--- src/rtl/r200id_pipe_if.sv ---
// Fetch/writeback/execute-facing signals of the r200id decode stage.
// The slave side is the decode stage; the master side is its surroundings.
interface r200id_pipe_if #(
  parameter int XLEN = 32
);
  logic            if_valid;
  logic [31:0]     if_instr;
  logic [XLEN-1:0] if_pc;
  logic            id_ready;
  logic            flush;
  logic            wb_we;
  logic [4:0]      wb_addr;
  logic [XLEN-1:0] wb_data;
  logic            ex_ready;
  logic            ex_valid;
  logic [XLEN-1:0] ex_pc;
  logic [XLEN-1:0] ex_op1;
  logic [XLEN-1:0] ex_op2;
  logic [XLEN-1:0] ex_rs2o;
  logic [XLEN-1:0] ex_brtarg;
  logic [4:0]      ex_rd;
  logic            ex_regwr;
  logic            ex_memwr;
  logic            ex_memrd;
  logic            ex_isbr;
  logic            ex_willjmp;
  logic [1:0]      ex_wbsel;
  logic            ex_alu_cont;
  logic            ex_illegal;

  modport slave (
    input  if_valid, if_instr, if_pc, flush, wb_we, wb_addr, wb_data, ex_ready,
    output id_ready, ex_valid, ex_pc, ex_op1, ex_op2, ex_rs2o, ex_brtarg, ex_rd,
           ex_regwr, ex_memwr, ex_memrd, ex_isbr, ex_willjmp, ex_wbsel,
           ex_alu_cont, ex_illegal
  );

  modport master (
    output if_valid, if_instr, if_pc, flush, wb_we, wb_addr, wb_data, ex_ready,
    input  id_ready, ex_valid, ex_pc, ex_op1, ex_op2, ex_rs2o, ex_brtarg, ex_rd,
           ex_regwr, ex_memwr, ex_memrd, ex_isbr, ex_willjmp, ex_wbsel,
           ex_alu_cont, ex_illegal
  );
endinterface

--- src/rtl/r200id_pipe.sv ---
// RV32 decode stage: register file, operand build, branch target and the
// ID/EX pipeline register with load-use interlock, flush and write bypass.
module r200id_pipe #(
  parameter int XLEN   = 32,
  parameter int NREGS  = 32,
  parameter int BYPASS = 1
) (
  input logic          clk,
  input logic          rst,
  r200id_pipe_if.slave bus
);
  localparam int         AW      = $clog2(NREGS);
  localparam logic [5:0] NREGS_W = 6'(NREGS);

  localparam logic [6:0] OPC_OP  = 7'b0110011;
  localparam logic [6:0] OPC_OPI = 7'b0010011;
  localparam logic [6:0] OPC_LD  = 7'b0000011;
  localparam logic [6:0] OPC_ST  = 7'b0100011;
  localparam logic [6:0] OPC_BR  = 7'b1100011;
  localparam logic [6:0] OPC_LUI = 7'b0110111;
  localparam logic [6:0] OPC_JAL = 7'b1101111;

  logic [XLEN-1:0] regs [NREGS];

  logic [31:0]     instr;
  logic [6:0]      opcode;
  logic [4:0]      rd, rs1, rs2;
  logic            is_op, is_opi, is_ld, is_st, is_br, is_lui, is_jal;
  logic            known, rs1_used, rs2_used, rd_used, illegal, legal, regwr;
  logic            hazard, advance;
  logic [1:0]      wbsel;
  logic [4:0]      dec_rd;
  logic [XLEN-1:0] rs1_val, rs2_val, op1, op2, brtarg;
  logic [XLEN-1:0] imm_i, imm_s, imm_b, imm_u, imm_j;

  function automatic logic fits(input logic [4:0] a);
    return {1'b0, a} < NREGS_W;
  endfunction

  // x0 and out-of-range indices read as zero; bypass only for real writes
  function automatic logic [XLEN-1:0] read_port(input logic [4:0] a,
                                                input logic [XLEN-1:0] stored,
                                                input logic we,
                                                input logic [4:0] wa,
                                                input logic [XLEN-1:0] wd);
    if (a == 5'd0 || !fits(a)) return '0;
    if (BYPASS != 0 && we && wa == a) return wd;
    return stored;
  endfunction

  assign instr  = bus.if_instr;
  assign opcode = instr[6:0];
  assign rd     = instr[11:7];
  assign rs1    = instr[19:15];
  assign rs2    = instr[24:20];

  assign is_op  = opcode == OPC_OP;
  assign is_opi = opcode == OPC_OPI;
  assign is_ld  = opcode == OPC_LD;
  assign is_st  = opcode == OPC_ST;
  assign is_br  = opcode == OPC_BR;
  assign is_lui = opcode == OPC_LUI;
  assign is_jal = opcode == OPC_JAL;

  assign imm_i = XLEN'($signed(instr[31:20]));
  assign imm_s = XLEN'($signed({instr[31:25], instr[11:7]}));
  assign imm_b = XLEN'($signed({instr[31], instr[7], instr[30:25], instr[11:8], 1'b0}));
  assign imm_u = XLEN'($signed({instr[31:12], 12'b0}));
  assign imm_j = XLEN'($signed({instr[31], instr[19:12], instr[20], instr[30:21], 1'b0}));

  assign rs1_val = read_port(rs1, regs[rs1[AW-1:0]], bus.wb_we, bus.wb_addr, bus.wb_data);
  assign rs2_val = read_port(rs2, regs[rs2[AW-1:0]], bus.wb_we, bus.wb_addr, bus.wb_data);

  always_comb begin
    known    = is_op | is_opi | is_ld | is_st | is_br | is_lui | is_jal;
    rs1_used = ~(is_lui | is_jal);
    rs2_used = is_op | is_st | is_br;
    rd_used  = is_op | is_opi | is_ld | is_lui | is_jal;
    illegal  = ~known | (rd_used & ~fits(rd)) | (rs1_used & ~fits(rs1))
             | (rs2_used & ~fits(rs2));
    legal    = ~illegal;
    regwr    = legal & rd_used & (rd != 5'd0);
    dec_rd   = regwr ? rd : 5'd0;
    wbsel    = 2'd0;
    if (legal && is_ld) wbsel = 2'd1;
    else if (legal && is_jal) wbsel = 2'd2;

    op1 = is_lui ? imm_u : rs1_val;
    op2 = '0;
    if (is_op || is_br) op2 = rs2_val;
    else if (is_opi || is_ld) op2 = imm_i;
    else if (is_st) op2 = imm_s;
    else if (is_jal) op2 = bus.if_pc + XLEN'(4);

    brtarg = '0;
    if (is_br) brtarg = bus.if_pc + imm_b;
    else if (is_jal) brtarg = bus.if_pc + imm_j;
  end

  assign advance = bus.ex_ready | ~bus.ex_valid;
  assign hazard  = bus.ex_valid & bus.ex_memrd & (bus.ex_rd != 5'd0) & bus.if_valid
                 & ((rs1_used & (rs1 == bus.ex_rd)) | (rs2_used & (rs2 == bus.ex_rd)));
  assign bus.id_ready = bus.flush | (advance & ~hazard);

  always_ff @(posedge clk or posedge rst) begin
    if (rst) begin
      for (int i = 0; i < NREGS; i++) regs[i] <= '0;
    end else if (bus.wb_we && bus.wb_addr != 5'd0 && fits(bus.wb_addr)) begin
      regs[bus.wb_addr[AW-1:0]] <= bus.wb_data;
    end
  end

  always_ff @(posedge clk or posedge rst) begin
    if (rst) begin
      bus.ex_valid    <= 1'b0;
      bus.ex_pc       <= '0;
      bus.ex_op1      <= '0;
      bus.ex_op2      <= '0;
      bus.ex_rs2o     <= '0;
      bus.ex_brtarg   <= '0;
      bus.ex_rd       <= '0;
      bus.ex_regwr    <= 1'b0;
      bus.ex_memwr    <= 1'b0;
      bus.ex_memrd    <= 1'b0;
      bus.ex_isbr     <= 1'b0;
      bus.ex_willjmp  <= 1'b0;
      bus.ex_wbsel    <= '0;
      bus.ex_alu_cont <= 1'b0;
      bus.ex_illegal  <= 1'b0;
    end else if (bus.flush || (advance && (hazard || !bus.if_valid))) begin
      // bubble: control cleared, data fields left as they were
      bus.ex_valid    <= 1'b0;
      bus.ex_rd       <= '0;
      bus.ex_regwr    <= 1'b0;
      bus.ex_memwr    <= 1'b0;
      bus.ex_memrd    <= 1'b0;
      bus.ex_isbr     <= 1'b0;
      bus.ex_willjmp  <= 1'b0;
      bus.ex_wbsel    <= '0;
      bus.ex_alu_cont <= 1'b0;
      bus.ex_illegal  <= 1'b0;
    end else if (advance) begin
      bus.ex_valid    <= 1'b1;
      bus.ex_pc       <= bus.if_pc;
      bus.ex_op1      <= op1;
      bus.ex_op2      <= op2;
      bus.ex_rs2o     <= rs2_val;
      bus.ex_brtarg   <= brtarg;
      bus.ex_rd       <= dec_rd;
      bus.ex_regwr    <= regwr;
      bus.ex_memwr    <= legal & is_st;
      bus.ex_memrd    <= legal & is_ld;
      bus.ex_isbr     <= legal & is_br;
      bus.ex_willjmp  <= legal & is_jal;
      bus.ex_wbsel    <= wbsel;
      bus.ex_alu_cont <= legal & instr[30] & (is_op | (is_opi & instr[14:12] == 3'b101));
      bus.ex_illegal  <= illegal;
    end
  end
endmodule
--- src/flat_wrapper.sv ---
// flat-port wrapper written by rule: the top's interface ports become plain ports
module r200id_pipe_flat 
#(
  parameter int XLEN   = 32,
  parameter int NREGS  = 32,
  parameter int BYPASS = 1
)
  (clk, rst, bus_if_valid, bus_if_instr, bus_if_pc, bus_flush, bus_wb_we, bus_wb_addr, bus_wb_data, bus_ex_ready, bus_id_ready, bus_ex_valid, bus_ex_pc, bus_ex_op1, bus_ex_op2, bus_ex_rs2o, bus_ex_brtarg, bus_ex_rd, bus_ex_regwr, bus_ex_memwr, bus_ex_memrd, bus_ex_isbr, bus_ex_willjmp, bus_ex_wbsel, bus_ex_alu_cont, bus_ex_illegal);
  r200id_pipe_if #(.XLEN(XLEN)) bus_i ();
  input logic clk;
  input logic rst;
  input wire logic [$bits(bus_i.if_valid)-1:0] bus_if_valid;
  input wire logic [$bits(bus_i.if_instr)-1:0] bus_if_instr;
  input wire logic [$bits(bus_i.if_pc)-1:0] bus_if_pc;
  input wire logic [$bits(bus_i.flush)-1:0] bus_flush;
  input wire logic [$bits(bus_i.wb_we)-1:0] bus_wb_we;
  input wire logic [$bits(bus_i.wb_addr)-1:0] bus_wb_addr;
  input wire logic [$bits(bus_i.wb_data)-1:0] bus_wb_data;
  input wire logic [$bits(bus_i.ex_ready)-1:0] bus_ex_ready;
  output wire logic [$bits(bus_i.id_ready)-1:0] bus_id_ready;
  output wire logic [$bits(bus_i.ex_valid)-1:0] bus_ex_valid;
  output wire logic [$bits(bus_i.ex_pc)-1:0] bus_ex_pc;
  output wire logic [$bits(bus_i.ex_op1)-1:0] bus_ex_op1;
  output wire logic [$bits(bus_i.ex_op2)-1:0] bus_ex_op2;
  output wire logic [$bits(bus_i.ex_rs2o)-1:0] bus_ex_rs2o;
  output wire logic [$bits(bus_i.ex_brtarg)-1:0] bus_ex_brtarg;
  output wire logic [$bits(bus_i.ex_rd)-1:0] bus_ex_rd;
  output wire logic [$bits(bus_i.ex_regwr)-1:0] bus_ex_regwr;
  output wire logic [$bits(bus_i.ex_memwr)-1:0] bus_ex_memwr;
  output wire logic [$bits(bus_i.ex_memrd)-1:0] bus_ex_memrd;
  output wire logic [$bits(bus_i.ex_isbr)-1:0] bus_ex_isbr;
  output wire logic [$bits(bus_i.ex_willjmp)-1:0] bus_ex_willjmp;
  output wire logic [$bits(bus_i.ex_wbsel)-1:0] bus_ex_wbsel;
  output wire logic [$bits(bus_i.ex_alu_cont)-1:0] bus_ex_alu_cont;
  output wire logic [$bits(bus_i.ex_illegal)-1:0] bus_ex_illegal;
  assign bus_i.if_valid = bus_if_valid;
  assign bus_i.if_instr = bus_if_instr;
  assign bus_i.if_pc = bus_if_pc;
  assign bus_i.flush = bus_flush;
  assign bus_i.wb_we = bus_wb_we;
  assign bus_i.wb_addr = bus_wb_addr;
  assign bus_i.wb_data = bus_wb_data;
  assign bus_i.ex_ready = bus_ex_ready;
  assign bus_id_ready = bus_i.id_ready;
  assign bus_ex_valid = bus_i.ex_valid;
  assign bus_ex_pc = bus_i.ex_pc;
  assign bus_ex_op1 = bus_i.ex_op1;
  assign bus_ex_op2 = bus_i.ex_op2;
  assign bus_ex_rs2o = bus_i.ex_rs2o;
  assign bus_ex_brtarg = bus_i.ex_brtarg;
  assign bus_ex_rd = bus_i.ex_rd;
  assign bus_ex_regwr = bus_i.ex_regwr;
  assign bus_ex_memwr = bus_i.ex_memwr;
  assign bus_ex_memrd = bus_i.ex_memrd;
  assign bus_ex_isbr = bus_i.ex_isbr;
  assign bus_ex_willjmp = bus_i.ex_willjmp;
  assign bus_ex_wbsel = bus_i.ex_wbsel;
  assign bus_ex_alu_cont = bus_i.ex_alu_cont;
  assign bus_ex_illegal = bus_i.ex_illegal;
  r200id_pipe #(.XLEN(XLEN), .NREGS(NREGS), .BYPASS(BYPASS)) u_core (.clk(clk), .rst(rst), .bus(bus_i));
endmodule
--- config.mk ---
export PLATFORM = sky130hd
export DESIGN_NAME = r200id_pipe_flat
export DESIGN_NICKNAME = d
export VERILOG_FILES = /design/src/rtl/r200id_pipe_if.sv /design/src/rtl/r200id_pipe.sv /design/src/flat_wrapper.sv
export SDC_FILE = /design/constraint.sdc
export NUM_CORES = 2
export LEC_CHECK = 0
export ABC_AREA = 0
export CAP_MARGIN = 30
export CORE_ASPECT_RATIO = 0.75
export CORE_MARGIN = 4
export CORE_UTILIZATION = 66
export CTS_CLUSTER_SIZE = 28
export DETAILED_ROUTE_END_ITERATION = 8
export DONT_BUFFER_PORTS = 1
export PLACE_DENSITY = 0.82
export SLEW_MARGIN = 30
export SYNTH_ARGS = -nofsm -noshare
export SYNTH_HDL_FRONTEND = slang
export SYNTH_SLANG_ARGS = --single-unit
--- constraint.sdc ---
create_clock -name clk -period 92 [get_ports clk]
set_input_delay 9.2 -clock clk [delete_from_list [all_inputs] [get_ports clk]]
set_output_delay 9.2 -clock clk [all_outputs]
set_load 0.02 [all_outputs]
==> qor_table.md <==
| Item | Value |
| --- | --- |
| Outcome | finished, final reports clean |
| Final critical-path required period | 19.89 ns |
| Launch instance of the worst min-delay path | u_core.regs[1008] |
| Relative slew slack | 0.271 |
| Buffer depth of the longest clock path | 3 |
| Net total in the final layout | 4,915 |
| Count of clock tree sinks | 1,198 |
| Clock network fraction of design power | 0.339 |
| Via-per-instance ratio | 7.54 |
| Post-Layout Cell Count | 6,192 |
| Worst hold endpoint | u_core.regs[1008] |
| Main combinational cell family by area after synthesis | multiplexers |
| CP Cell Sequence | xor2_1, nor4_1, o21ai_2, a21o_1 |
| Dpl cells | 5,966 |
| I/O pin total | 283 |
| Die outline width | 373 um |
| Die outline height | 282 um |
| Post-layout power | 0.00152 W |
| Worst-path maximum fanout | 158 |
| Number of buffers added on ports | 0 |
| Fraction of the mapped netlist area in simple logic gates | 0.0439 |
| Maximum number of pins on one net before global-route repair | 368 |
| Endpoint of the lowest-slack register-to-register path | u_core.bus.ex_brtarg[20] |
| Final setup vio count | 0 |
| Cells after Synth | 5,084 |
| Sequential cell area fraction in the yosys report | 0.454 |
| CP top delay family | compound AO/OA/AOI/OAI gates |
| Number of cell instances on the worst register-to-register path | 10 |
| Total global-route track usage | 0.381 |
| Dominant register cell in the synthesized netlist | sky130_fd_sc_hd__dfrtp_1 |
| Row count | 100 |
| Count of filler cells inserted in the layout | 6,443 |
| Combinational share of power | 0.191 |
| Async set-or-reset flop fraction in the synthesized netlist | 1.00 |
| Max Cap Viol | 0 |
| Wire length of the first global-routing pass | 304,000 um |
| Post-synthesis adder-cell area fraction | 0.00894 |
| Antenna-violating nets left | 0 |
| Count of synthesis-stage warnings from yosys | 0 |
| Global-route congestion overflow total | 0 |
| Syn_nets | 5,237 |
| Hold/Removal Path Class | flip-flop to flip-flop |
| Crit path DAT | 10.69 ns |
| Critical path's slowest cell | sky130_fd_sc_hd__xor2_1 |
| Number of antenna violations at the first check in global routing | 9 |
| Synthesized area per cell | 13.0 um2 |
| Initial Util | 0.665 |
| Clock root buffer master | sky130_fd_sc_hd__clkbuf_16 |
| Critical path type | input port to output port |
| Cell depth of the worst hold path | 0 |
| Area inside the core boundary | 99,300 um2 |
| Drt drc | 0 |
| Share of synthesized area spent on multiplexers | 0.362 |
| Initial DRC Count | 6,603 |
| Fraction of the mapped netlist area in compound gates | 0.0840 |
| Skew-Pair Late Insertion Delay | 0.76 ns |
| Buffers plus inverters on the worst setup path | 0 |
| Peak Freq | 50.3 MHz |
| Worst EP required | 82.80 ns |
| Cell area after synthesis | 66,100 um2 |
| Commonest non-fill, non-tap cell in the layout | sky130_fd_sc_hd__dfrtp_1 |
| Worst flop-to-flop path startpoint | u_core.bus.ex_rd[0] |
| Static Leakage | 30.5 nW |
| Fraction of final layout cells sized beyond drive strength 1 | 0.375 |
| Multi-input combinational cell area | 33,900 um2 |
| Switching power as a share of total power | 0.282 |
| Distinct cells, synth | 80 |
| Maximum single-stage delay on the critical path | 0.37 ns |
| Clock tree from TritonCTS | done |
| Post-synth EDFFs | 0 |
| Total of cells resized after clock tree synthesis | 0 |
| Post-Route Skew | 0.0491 ns |
| Period utilisation layout | 0.216 |
| Relative area change from synthesis to final layout | 6.61% |
| Clk pin slew, worst setup/hold paths | 0.06 ns |
| Via count of the first global-routing pass | 46,900 |
| Sequential group share of total power | 0.470 |
| Maximum vdd drop | 0.0191 mV |
| Hpwl dp | 117,000 um |
| Category of the worst setup path launch point | input port |
| Worst-Margin Slew | 1.09 ns |
| Final total negative setup slack | 0 ns |
| Sequential standard cell area | 30,000 um2 |
| Average wire per standard cell | 32.8 um |
| Setup slack of the worst register-to-register path | 88.10 ns |
| Final Hold Viols | 0 |
| CTS Hold Bufs | 0 |
| Total count of max-transition violations in the final report | 0 |
| Pre-antenna DRT Iters | 7 |
| Parity-gate share of the synthesized area counting xor and xnor cells | 0.0103 |
| Final wirelength | 203,000 um |
| Areal power density over the cells | 21.6 nW/um2 |
| Flops & latches, synth | 1,198 |
| Number of buffers inserted during clock tree synthesis | 113 |
| Sw Pwr | 0.000429 W |
| Number of H-tree branching levels | 3 |
| RSZ-0062 raised after global routing | no |
| Leading cell types in the layout, fill and taps excluded | sky130_fd_sc_hd__dfrtp_1 (1,198), sky130_fd_sc_hd__mux2_2 (1,072), sky130_fd_sc_hd__mux4_2 (409) |
| Post-CTS setup buffer count | 0 |
| Kind of end point of the critical path | output port |
| Final GP Congestion | 0.954 |
| Die Footprint | 105,000 um2 |
| DR vias | 46,700 |
| P_int | 0.00109 W |
[final cells by class]
| type | instances | share of cell area |
|---|---|---|
| Clock buffer | 162 | 0.0466 |
| Clock inverter | 52 | 0.0111 |
| Antenna cell | 5 | 0.000178 |
| Multi-Input combinational cell | 3352 | 0.481 |
| Sequential cell | 1198 | 0.426 |
| Inverter | 17 | 0.00108 |
| Timing Repair Buffer | 80 | 0.0111 |
| Tap cell | 1326 | 0.0235 |
[power by group through the flow]
stage	Sequential [W]	Combinational, W	Clock [W]
floorplan	0.000694	0.000244	0
global placement	0.000710	0.000268	0
detailed placement	0.000720	0.000279	0
CTS	0.000712	0.000281	0.000516
global route	0.000725	0.000311	0.000539
finish	0.000716	0.000291	0.000516
[Yosys cell counts (33+ instances only)]
master	instances	area [um2]
sky130_fd_sc_hd__and3_1	39	244
sky130_fd_sc_hd__nand2_1	313	1170
sky130_fd_sc_hd__a221oi_1	92	806
sky130_fd_sc_hd__o22ai_1	34	213
sky130_fd_sc_hd__buf_4	35	263
sky130_fd_sc_hd__xnor2_1	42	368
sky130_fd_sc_hd__xor2_1	36	315
sky130_fd_sc_hd__nor2_1	166	623
sky130_fd_sc_hd__clkbuf_1	299	1120
sky130_fd_sc_hd__dfrtp_1	1198	30000
sky130_fd_sc_hd__o21ai_0	205	1030
sky130_fd_sc_hd__nor3_1	33	165
sky130_fd_sc_hd__mux2i_1	263	2630
sky130_fd_sc_hd__mux2_2	1072	12100
sky130_fd_sc_hd__ha_1	44	551
sky130_fd_sc_hd__buf_1	61	229
sky130_fd_sc_hd__buf_2	96	480
sky130_fd_sc_hd__a22oi_1	63	473
sky130_fd_sc_hd__mux4_2	409	9210
sky130_fd_sc_hd__a21oi_1	177	886
[worst max-delay path by stage]
stage	start	to	slack (ns)	cells after the start
6_report	bus_if_instr[16]	bus_id_ready	72.11	4
5_1_grt	bus_if_instr[16]	bus_id_ready	72.19	4
4_1_cts	bus_if_instr[3]	bus_id_ready	72.43	5
3_5_place_dp	bus_if_instr[3]	bus_id_ready	72.43	5
3_3_place_gp	bus_if_instr[3]	bus_id_ready	72.47	5
2_1_floorplan	rst	u_core.bus.ex_alu_cont	49.05	1
[registers in the layout, summed over array words and instances, names as in the netlist, 2 cells and up]
name,cells
u_core.bus.ex_pc,32
u_core.bus.ex_wbsel,2
u_core.bus.ex_rs2o,32
u_core.bus.ex_op1,32
u_core.regs,1024
u_core.bus.ex_op2,32
u_core.bus.ex_rd,5
u_core.bus.ex_brtarg,32
[stage by stage]
stage | instance area [um2] | setup WS [ns] | hold slack, ns | util
floorplan | 66100 | 49.05 | 0.445 | -
global route | 70400 | 72.19 | 0.404 | 0.709
finish | 70500 | 72.11 | 0.397 | 0.709
detailed placement | 66100 | 72.43 | 0.386 | 0.666
global placement | 66100 | 72.47 | 0.381 | 0.666
CTS | 70200 | 72.43 | 0.400 | 0.707
[cells by family (layout without fill, tap and decap cells)]
logic type | Yosys count | count (layout)
AOI/OAI and AO/OA | 825 | 825
xor gates and xnor gates | 78 | 78
adders and majority gates | 46 | 46
buffers and inverters | 534 | 311
DFF | 1198 | 1198
muxes | 1744 | 1744
other | 0 | 5
and+or+nand+nor | 659 | 659
[routing by layer]
metal,vias to the layer above,GRT usage,wire [um]
met3,716,0.143,26500
met2,3159,0.559,89400
met4,6,0.184,11500
met1,24100,0.509,75500
met5,-,0,39
li1,18700,-,-
(Power assumes the default switching activity.)
